`src/rtl/pipe_control_unit.sv`:
```
// pipe_control_unit: pipelined main control for the 5-stage RISC-V core.
// Decodes ID, carries control through ID/EX, EX/MEM and MEM/WB, and holds EX for multi-cycle MULs.
module pipe_control_unit #(
    parameter int MUL_EN  = 1,
    parameter int MUL_LAT = 3,
    parameter int CNT_W   = 4
) (
    input  logic       clk_i,
    input  logic       rst_i,
    input  logic [6:0] Op_i,
    input  logic [6:0] Funct7_i,
    input  logic       NoOp_i,
    input  logic       Flush_i,
    output logic       Stall_o,
    output logic [1:0] ALUOp_EX_o,
    output logic       ALUSrc_EX_o,
    output logic       Branch_EX_o,
    output logic       Mul_EX_o,
    output logic       MemRead_MEM_o,
    output logic       MemWrite_MEM_o,
    output logic       RegWrite_WB_o,
    output logic       MemtoReg_WB_o
);
    typedef struct packed {
        logic [1:0] alu_op;
        logic       alu_src;
        logic       reg_write;
        logic       mem_to_reg;
        logic       mem_read;
        logic       mem_write;
        logic       branch;
        logic       mul;
    } ctrl_t;

    typedef enum logic {IDLE, BUSY} state_t;

    ctrl_t             dec;
    ctrl_t             id_ex;
    state_t            state, state_nxt;
    logic [CNT_W-1:0]  cnt, cnt_nxt;
    logic              hold;
    logic              mem_read_mem, mem_write_mem, reg_write_mem, mem_to_reg_mem;
    logic              reg_write_wb, mem_to_reg_wb;

    always_comb begin
        dec = '0;
        case (Op_i)
            7'b0110011: begin
                dec.alu_op    = 2'b10;
                dec.reg_write = 1'b1;
                dec.mul       = (MUL_EN != 0) && (Funct7_i == 7'b0000001);
            end
            7'b0010011: begin
                dec.alu_op    = 2'b11;
                dec.alu_src   = 1'b1;
                dec.reg_write = 1'b1;
            end
            7'b0000011: begin
                dec.alu_src    = 1'b1;
                dec.reg_write  = 1'b1;
                dec.mem_to_reg = 1'b1;
                dec.mem_read   = 1'b1;
            end
            7'b0100011: begin
                dec.alu_src   = 1'b1;
                dec.mem_write = 1'b1;
            end
            7'b1100011: begin
                dec.alu_op = 2'b01;
                dec.branch = 1'b1;
            end
            default: dec = '0;
        endcase
    end

    // A MUL entering EX stalls immediately; the counter tracks the remaining held cycles
    always_comb begin
        state_nxt = state;
        cnt_nxt   = cnt;
        hold      = 1'b0;
        case (state)
            IDLE: if (id_ex.mul && MUL_LAT > 1) begin
                hold      = 1'b1;
                state_nxt = BUSY;
                cnt_nxt   = CNT_W'(MUL_LAT - 2);
            end
            BUSY: if (cnt != '0) begin
                hold    = 1'b1;
                cnt_nxt = cnt - 1'b1;
            end else begin
                state_nxt = IDLE;
            end
            default: state_nxt = IDLE;
        endcase
    end

    always_ff @(posedge clk_i or negedge rst_i) begin
        if (!rst_i) begin
            state          <= IDLE;
            cnt            <= '0;
            id_ex          <= '0;
            mem_read_mem   <= 1'b0;
            mem_write_mem  <= 1'b0;
            reg_write_mem  <= 1'b0;
            mem_to_reg_mem <= 1'b0;
            reg_write_wb   <= 1'b0;
            mem_to_reg_wb  <= 1'b0;
        end else begin
            state          <= state_nxt;
            cnt            <= cnt_nxt;
            id_ex          <= hold ? id_ex : (Flush_i || NoOp_i) ? '0 : dec;
            mem_read_mem   <= !hold && id_ex.mem_read;
            mem_write_mem  <= !hold && id_ex.mem_write;
            reg_write_mem  <= !hold && id_ex.reg_write;
            mem_to_reg_mem <= !hold && id_ex.mem_to_reg;
            reg_write_wb   <= reg_write_mem;
            mem_to_reg_wb  <= mem_to_reg_mem;
        end
    end

    assign Stall_o        = hold;
    assign ALUOp_EX_o     = id_ex.alu_op;
    assign ALUSrc_EX_o    = id_ex.alu_src;
    assign Branch_EX_o    = id_ex.branch;
    assign Mul_EX_o       = id_ex.mul;
    assign MemRead_MEM_o  = mem_read_mem;
    assign MemWrite_MEM_o = mem_write_mem;
    assign RegWrite_WB_o  = reg_write_wb;
    assign MemtoReg_WB_o  = mem_to_reg_wb;
endmodule

```
`config.mk`:
```
export PLATFORM = sky130hd
export DESIGN_NAME = pipe_control_unit
export DESIGN_NICKNAME = d
export VERILOG_FILES = /design/src/rtl/pipe_control_unit.sv
export SDC_FILE = /design/constraint.sdc
export NUM_CORES = 1
export LEC_CHECK = 0
export CORE_ASPECT_RATIO = 0.7
export CORE_UTILIZATION = 39
export DETAILED_ROUTE_END_ITERATION = 10
export GPL_TIMING_DRIVEN = 0
export PLACE_DENSITY = 0.77
export SETUP_SLACK_MARGIN = 0.2
export SYNTH_ARGS = -nofsm -noshare
export SYNTH_HDL_FRONTEND = slang
export SYNTH_SLANG_ARGS = --single-unit
```
`constraint.sdc`:
```
create_clock -name clk_i -period 1.6 [get_ports clk_i]
set_input_delay 0.32 -clock clk_i [delete_from_list [all_inputs] [get_ports clk_i]]
set_output_delay 0.32 -clock clk_i [all_outputs]
set_load 0.01 [all_outputs]
```
# After elaboration in Yosys (flattened, before gate mapping)
# Cells that the tools add are included.
[word_totals] ff_bits=20 latchBits=0 ram_bits=0 romBits=0 inputBits=18 out_inout_bits=10 word_cells=50 memories=0
[op_classes] n_addsub=1 mul=0 div_mod_pow=0 magnitude_cmp=0 n_eq_ne=8 shift=0 mux=14 bitwise=1 n_reduce_logical=10
[ops] op="$eq 7x6->1 const B" count=2
[ops] op="$mux 9" count=1
[ops] op="$mux 4" count=2
[ops] op="$pmux 4 s2" count=1
[ops] op="$eq 7x1->1 const B" count=1
[ops] op="$eq 7x2->1 const B" count=1
[ops] op="$eq 7x5->1 const B" count=1
[ops] op="$eq 7x7->1 const B" count=1
[ops] op="$mux 1" count=7
[ops] op="$pmux 2 s3" count=1
[ops] op="$reduce_or 3->1" count=2
[ops] op="$logic_and 1x1->1" count=4
[ops] op="$reduce_bool 4->1" count=1
[ops] op="$sub 4x1->4 const B" count=1
[ops] op="$mux 2" count=1
[ops] op="$ne 2x1->1 const B" count=1
[ops] op="$ne 2x2->1 const B" count=1
[ops] op="$pmux 1 s2" count=1
[ops] op="$reduce_and 2->1" count=1
[ops] op="$logic_not 1->1" count=1
[ops] op="$logic_or 1x1->1" count=1
[ops] op="$not 1->1" count=1

# Logic depth before layout (Yosys ltp)
# Gate-level depths: netlist of run 1.
[logic_depth] word_depth=5 mapped_depth=7 depth_no_buf=6

# Least setup slack after synthesis of run 1
# Ideal clock, no wire load.
[synth_path] path_type="reg-to-reg" from="reg cnt[0]" to="reg id_ex, in the netlist ALUOp_EX_o[0]" setup_ns=0.074 arrival_ns=1.566 required_time_ns=1.526 setup_slack_ns=-0.040 stages_incl_launch_ff=7 period_less_slack_ns=1.640 cell_sequence="dfrtp_1 > inv_1 > ha_1 > nor3b_2 > a21oi_2 > or4_4 > o21ai_2"
[synth_between] elab_chain_cells=3
[synth_lines] element="from (decl)" line="40" text="logic [CNT_W-1:0] cnt, cnt_nxt;"
[synth_lines] element="from (signal assigned)" line="110" text="cnt <= cnt_nxt;"
[synth_lines] element="$reduce_bool 4->1" line="87" text="BUSY: if (cnt != '0) begin"
[synth_lines] element="$mux 1" line="87"
[synth_lines] element="$pmux 1 s2" line="81" text="case (state)"
[synth_lines] element="to (signal assigned)" line="111" text="id_ex <= hold ? id_ex : (Flush_i || NoOp_i) ? '0 : dec;"
[synth_lines] element="to (decl)" line="38" text="ctrl_t id_ex;"
# No other way between the ends.
# A chain may end at the register's enable or synchronous reset.

# Worst setup path after layout of run 1
[layout_path] from="reg cnt[0]" to="out Stall_o"
[layout_between] elab_chain_cells=3
[layout_lines] element="$reduce_bool 4->1" line="87"
[layout_lines] element="$mux 1" line="87"
[layout_lines] element="$pmux 1 s2" line="81"
[layout_lines] element="to (decl)" line="14" text="output logic Stall_o,"
# No other way between the ends.

==> impl_metrics.py, run 1 <==
metrics = {
    "run_status": {
        "status": "finished with violations",
        "violations": "negative setup slack",
    },
    "cells_and_area": {
        "area_growth_pct": 67.5,
        "final_common_cell": "dfrtp_1",
        "fin_cells": 141,
        "fin_nets": 139,
        "seq_area_sq_um": 450,
        "final_cell_mix": "dfrtp_1 (18), clkdlybuf4s50_1 (17), buf_4 (11)",
        "final_design_area_no_fill_sq_um": 1330,
        "fin_util_pct": 70.3,
        "drive_above_1_share_pct": 34.5,
        "multi_input_area_sq_um": 384,
        "fillers": 134,
        "diodes": 0,
    },
    "timing": {
        "whs_ns": 0.364,
        "finalSetupViolCount": 4,
        "fin_crit_ns": 1.80,
        "tns_ns": -0.430,
        "worstMarginPinSlew_ns": 0.774,
        "max_freq_ghz": 0.555,
        "maxSlewViolCount": 0,
        "timing.final.ws_setup_ns": -0.203,
        "fin_crit_sh_pct": 113,
        "relSlewSlack_pct": 48.2,
        "hold_violations": 0,
        "rsz0062_at_grt": "yes",
        "finClkSkew_ns": 0.00217,
    },
    "global_routing": {
        "grt_start_max_net_pins": 19,
        "grt_pass1_vias": 617,
        "grtUsageTotal_pct": 18.9,
        "overflow": 0,
        "antenna_found_initial": 0,
        "grt_pass1_wl_microns": 2930,
    },
    "hold_path": {
        "hold_path_depth": 0,
        "hold_class": "reg2reg",
    },
    "power": {
        "power.density_nw_per_um2": 1480,
        "p_total_mw": 1.97,
        "ir_worst_vdd_v": 0.00103,
        "p_leak_nw": 0.607,
    },
    "yosys": {
        "syn_nets": 94,
        "synth.largest_area_cell": "dfrtp_1",
        "syn_area_per_cell_sq_um": 10.6,
        "syn_area_sq_um": 792,
        "synth.ff_latch_count": 18,
        "ys_warn_count": 0,
        "synth_area_leaders": "dfrtp_1 (57%), nor2_1 (5.7%), a22o_1 (4.4%)",
        "synth_edf_count": 0,
        "synth_cell_type_count": 27,
        "synth_cells": 75,
        "ys_seq_area_share_pct": 56.9,
        "yosysTopAreaCellShare_pct": 56.9,
        "synth_async_sr_flop_share_pct": 100,
        "ys.flop_type": "dfrtp_1",
    },
    "critical_path": {
        "cp.buffers_inverters": 3,
        "endpoint_kind": "output port",
        "crit_top_cell": "buf_6",
        "r2r-start": "cnt[0]$_DFFE_PN0P_",
        "rr_worst_depth": 7,
        "crit_end": "Stall_o",
        "critPathSlowestCell": "dfrtp_1",
        "reg2reg_to": "ALUOp_EX_o[0]$_DFFE_PN0N_",
        "worst_setup_path_start_kind": "register",
        "worstPathCellList": "inv_2 > ha_4 > nor3b_4 > a21oi_4 > buf_6 > buf_6",
        "cp_max_fo": 2,
        "reg2reg_slack_ns": -0.11,
        "path_depth": 6,
        "slowest_delay_ns": 0.40,
        "path_class": "reg2out",
        "worstPathRequired_ns": 1.28,
        "critical_path_arrival_ns": 1.48,
        "crit_family": "flip-flops",
        "startpoint": "cnt[0]$_DFFE_PN0P_",
    },
    "placement": {
        "port_buffers": 27,
        "dp_cells": 124,
        "place_ws_ns": -0.724,
        "gp_congestion": 0.708,
        "dp_hpwl_microns": 1190,
        "post_dp_cell_area_sq_um": 1090,
    },
    "detailed_routing": {
        "wl_microns": 1980,
        "via_per_inst": 5.06,
        "vias": 713,
        "drtAntennaViolNets": 0,
        "drt-initial-drc-count": 7,
        "wl_per_cell_microns": 14.1,
        "drc_errors": 0,
        "firstDrtPassIters": 3,
    },
    "cts": {
        "root_buffer": "clkbuf_4",
        "cts_sinks": 18,
        "cts_tree": "built",
        "numCtsBuffers": 3,
        "cts_buffer_depth": 2,
        "clkSlewWorstSetupHoldPaths_ns": 0.10,
        "insertion_delay_ns": 0.29,
        "postCtsHoldBufs": 0,
        "htree_levels": 1,
    },
    "job": {
        "maxCapViolCount": 0,
    },
    "die": {
        "dieArea_sq_um": 2220,
        "die_height_microns": 39.7,
        "initial_core_util_pct": 42.0,
        "num_io_pins": 28,
        "rows": 13,
        "coreArea_sq_um": 1890,
        "die_width_microns": 55.9,
    },
}
what timing repair did:
item / 4_1_cts / 5_1_grt
pin swaps: 11 / 5
setup endpoints to repair: 24 / 18
setup buffers: 9 / 3
gates cloned: 0 / 1
resized for setup: 31 / 11
metal layers:
| metal | vias up | wire [microns] | track usage (%) |
|---|---|---|---|
| li1 | 347 | - | - |
| met1 | 335 | 807 | 21.5 |
| met2 | 27 | 1030 | 34.6 |
| met3 | 4 | 107 | 4.95 |
| met4 | 0 | 43 | 9.15 |
| met5 | - | 0 | 0 |
cells in the mapped netlist (2+ instances only):
| cell | number |
|---|---|
| nor3_1 | 2 |
| buf_4 | 2 |
| o21ai_2 | 2 |
| o21ai_0 | 2 |
| a22o_1 | 4 |
| dfrtp_1 | 18 |
| nor2_1 | 12 |
| nand2_1 | 8 |
| nand2b_1 | 3 |
| inv_1 | 5 |
cell type report:
cell class                 count  area share (%)
inverter                       5            1.42
multi-input combinational     49            29.0
clock buffer                   4            2.74
buffer                         3            1.98
timing repair buffer          40            28.9
sequential                    18            34.0
tap                           22            2.08
how the worst min path moves through the flow:
stage                                end               startpoint
6_report         RegWrite_WB_o$_DFF_PN0_  reg_write_mem$_DFF_PN0_
5_1_grt          RegWrite_WB_o$_DFF_PN0_  reg_write_mem$_DFF_PN0_
4_1_cts          RegWrite_WB_o$_DFF_PN0_  reg_write_mem$_DFF_PN0_
3_5_place_dp     RegWrite_WB_o$_DFF_PN0_  reg_write_mem$_DFF_PN0_
3_3_place_gp     RegWrite_WB_o$_DFF_PN0_  reg_write_mem$_DFF_PN0_
2_1_floorplan  ALUOp_EX_o[0]$_DFFE_PN0N_                    rst_i
kinds of logic after synthesis:
logic type	count (synthesis)	share of synthesized area, %
compound gates	13	12.8
fa+ha+maj	1	1.58
buf+inv	8	4.90
flops	18	56.9
mux	2	2.69
simple gates	33	21.2
flip-flops by register name (all words and copies together), names as in the netlist:
name,flops
Branch_EX_o,1
MemRead_MEM_o,1
id_ex,3
MemWrite_MEM_o,1
ALUOp_EX_o,2
cnt,4
reg_write_mem,1
Mul_EX_o,1
RegWrite_WB_o,1
MemtoReg_WB_o,1
ALUSrc_EX_o,1
state,1
worst register-to-register path: cells and delay by family (launching register included):
kind | cells | cell delay [ns]
buffers and inverters | 2 | 0.21
AO/OA/AOI/OAI | 2 | 0.23
adder cells (fa/ha/maj) | 1 | 0.14
flip-flops | 1 | 0.40
AND/OR/NAND/NOR | 2 | 0.65
power breakdown:
| group | switching, mW | leakage [nW] | internal, mW | total [mW] |
|---|---|---|---|---|
| Sequential | 0.0808 | 0.239 | 0.529 | 0.610 |
| Clock | 0.140 | 0.0210 | 0.139 | 0.278 |
| Combinational | 0.469 | 0.347 | 0.610 | 1.08 |
Power figures use the tool's default switching activity.
==> run 2: changes to the inputs <==
Settings changed: ABC_AREA set to 1, CORE_UTILIZATION 39 to 40.
==> run 2 against run 1 <==
  * The run ends with design-rule violations, negative setup slack left
  * Utilization is 4.3 points lower
  * Total power down 59%
  * Cell area is 2.8% lower
  * Clock skew shrank 0.0014 ns
  * Sequential share of layout area grew 0.99 points
  * Critical path depth up 1
  * Critical path type unchanged
  * Critical endpoint unchanged
  * Largest power group is now sequential cells
==> impl_metrics.py, run 2 <==
metrics = {
    "power": {
        "switching_power_mw": 0.172,
        "seq_power_share_pct": 56.3,
        "p_leak_nw": 0.690,
        "p_sw_share_pct": 21.2,
        "pwr-share-comb_pct": 9.3,
        "intPower_mw": 0.638,
        "ir_worst_vdd_v": 0.000362,
        "p_clk_share_pct": 34.4,
        "power.density_nw_per_um2": 629,
    },
    "critical_path": {
        "path_class": "reg2out",
        "crit_family": "flip-flops",
        "cp_max_fo": 2,
        "endpoint_kind": "output port",
        "crit_top_cell": "nand2_4",
        "r2r-start": "cnt[0]$_DFFE_PN0P_",
        "reg2reg_to": "id_ex[5]$_DFFE_PN0N_",
        "slowest_delay_ns": 0.41,
        "cp.buffers_inverters": 3,
        "critPathSlowestCell": "dfrtp_1",
        "worstPathRequired_ns": 1.28,
        "reg2reg_slack_ns": 0.19,
        "critical_path_arrival_ns": 1.35,
        "worst_setup_path_start_kind": "register",
        "worstPathCellList": "inv_2 > ha_4 > nand2_4 > nand2_4 > nand2_4 > buf_8 > buf_6",
        "rr_worst_depth": 7,
    },
    "cells_and_area": {
        "final_cell_mix": "nand2_1 (23), dfrtp_1 (18), clkdlybuf4s50_1 (17)",
        "fin_nets": 166,
        "fin_util_pct": 66.0,
        "regMostFlops": "cnt",
        "area_growth_pct": 48.8,
        "largest_reg_flops": 4,
        "drive_above_1_share_pct": 19.2,
        "diodes": 0,
        "final_common_cell": "nand2_1",
        "fillers": 170,
    },
    "detailed_routing": {
        "drtAntennaViolNets": 0,
        "via_per_inst": 4.78,
        "vias": 803,
        "firstDrtPassIters": 7,
        "drt-initial-drc-count": 22,
        "wl_microns": 1940,
        "drc_errors": 1,
        "wl_per_cell_microns": 11.5,
    },
    "job": {
        "maxCapViolCount": 0,
    },
    "yosys": {
        "synthAdderAreaFrac_pct": 1.45,
        "synth.ff_latch_count": 18,
        "ys.flop_type": "dfrtp_1",
        "synth_commonest_cells": "nand2_1 (24), dfrtp_1 (18), inv_1 (18)",
        "ys_warn_count": 0,
        "synth_edf_count": 0,
        "synth_async_sr_flop_share_pct": 100,
        "yosysTopAreaCellShare_pct": 52.0,
        "synth_compound_area_share_pct": 6.79,
        "synth_cells": 106,
        "syn_area_per_cell_sq_um": 8.17,
        "yosysMostFrequentCell": "nand2_1",
        "synth_area_leaders": "dfrtp_1 (52%), nand2_1 (10%), inv_1 (7.8%)",
        "syn_nets": 125,
        "synth.area.mux_share_pct": 0,
        "synth.largest_area_cell": "dfrtp_1",
        "synth-xor-area-share_pct": 2.02,
        "ys_seq_area_share_pct": 52.0,
        "syn_area_sq_um": 866,
        "synth_top_family_by_area": "simple AND/OR/NAND/NOR gates",
        "yosys.area_share.simple_pct": 26.9,
        "synth_cell_type_count": 19,
    },
    "global_routing": {
        "antenna_found_initial": 0,
        "grt_pass1_wl_microns": 3240,
        "overflow": 0,
        "grtUsageTotal_pct": 19.9,
        "grt_start_max_net_pins": 19,
        "grt_pass1_vias": 746,
    },
    "hold_path": {
        "hold_path_depth": 0,
        "min_to": "RegWrite_WB_o$_DFF_PN0_",
        "hold_class": "reg2reg",
        "worstHoldStart": "reg_write_mem$_DFF_PN0_",
    },
    "timing": {
        "fin_crit_ns": 1.67,
        "whs_ns": 0.368,
        "maxSlewViolCount": 0,
        "max_freq_ghz": 0.600,
        "finalSetupViolCount": 1,
        "rsz0062_at_grt": "yes",
        "hold_violations": 0,
        "tns_ns": -0.0671,
        "relSlewSlack_pct": 48.6,
        "worstMarginPinSlew_ns": 0.768,
        "finClkSkew_ns": 0.000807,
        "timing.final.ws_setup_ns": -0.0671,
        "fin_crit_sh_pct": 104,
    },
    "placement": {
        "dp_hpwl_microns": 1370,
        "port_buffers": 27,
        "gp_congestion": 0.749,
    },
    "cts": {
        "root_buffer": "clkbuf_4",
        "numCtsBuffers": 3,
        "insertion_delay_ns": 0.29,
        "cts_sinks": 18,
        "htree_levels": 1,
        "cts_buffer_depth": 2,
        "clkSlewWorstSetupHoldPaths_ns": 0.10,
        "cts_tree": "built",
    },
    "die": {
        "coreArea_sq_um": 1950,
        "dieArea_sq_um": 2360,
        "die_height_microns": 40.9,
        "num_io_pins": 28,
        "initial_core_util_pct": 44.4,
        "rows": 13,
        "die_width_microns": 57.6,
    },
    "run_status": {
        "violations": "design-rule violations, negative setup slack",
        "status": "finished with violations",
    },
}
## run 2: worst max path at each step
stage	to	slack, ns	startpoint	depth (start not counted)
2_1_floorplan	Stall_o	0.27	cnt[0]$_DFFE_PN0P_	6
3_3_place_gp	Stall_o	-0.35	cnt[0]$_DFFE_PN0P_	7
3_5_place_dp	Stall_o	-0.38	cnt[0]$_DFFE_PN0P_	7
4_1_cts	Stall_o	-0.06	cnt[0]$_DFFE_PN0P_	7
5_1_grt	Stall_o	-0.13	cnt[0]$_DFFE_PN0P_	7
6_report	Stall_o	-0.07	cnt[0]$_DFFE_PN0P_	7
## run 2: worst reg2reg max path, cell delays in order, from the launching register on
cell	delay [ns]
dfrtp_1	0.41
inv_2	0.08
ha_4	0.14
nand2_4	0.05
buf_4	0.13
a21oi_2	0.27
nand3_1	0.17
nand3_1	0.11
## run 2: layout make-up
type	instances	area [sq um]	share of cell area, %
sequential	18	450	35.0
multi-input combinational	67	352	27.3
timing repair buffer	36	325	25.2
inverter	18	67.6	5.24
clock buffer	4	36.3	2.82
buffer	3	30.0	2.33
tap	22	27.5	2.14
## run 2: cells by family (layout without fill, tap and decap cells)
family / Yosys count / count (layout)
fa+ha+maj: 1 / 1
simple gates: 54 / 54
flops: 18 / 18
buf+inv: 21 / 61
compound gates: 10 / 10
xor+xnor: 2 / 2
## run 2: layer usage
| layer | global-route usage, % | vias to the layer above | wire length (microns) |
|---|---|---|---|
| met1 | 22.7 | 370 | 796 |
| met2 | 35.8 | 24 | 983 |
| met4 | 9.15 | 0 | 8 |
| li1 | - | 407 | - |
| met3 | 6.31 | 2 | 150 |
| met5 | 0 | - | 0 |
## run 2: metrics by stage
stage               instances  area [sq um]  total power, mW  worst slack [ns]
floorplan                 106           866            0.484             0.274
detailed placement        155          1160            0.542            -0.379
CTS                       167          1280            0.816           -0.0567
finish                    168          1290            0.810           -0.0671
global route              168          1290            0.845            -0.130
global placement          155          1160            0.539            -0.347
## run 2: repair_timing
action | 4_1_cts | 5_1_grt
pin swaps | 4 | 0
setup endpoints to repair | 11 | 12
resized for setup | 25 | 2
hold buffers | 0 | 0
setup buffers | 8 | 1
## run 2: power by group through the flow
stage | registers (mW) | logic [mW] | clock network, mW
finish | 0.456 | 0.0756 | 0.279
global route | 0.456 | 0.0854 | 0.304
CTS | 0.456 | 0.0768 | 0.283
detailed placement | 0.465 | 0.0768 | 0
global placement | 0.465 | 0.0744 | 0
floorplan | 0.465 | 0.0192 | 0
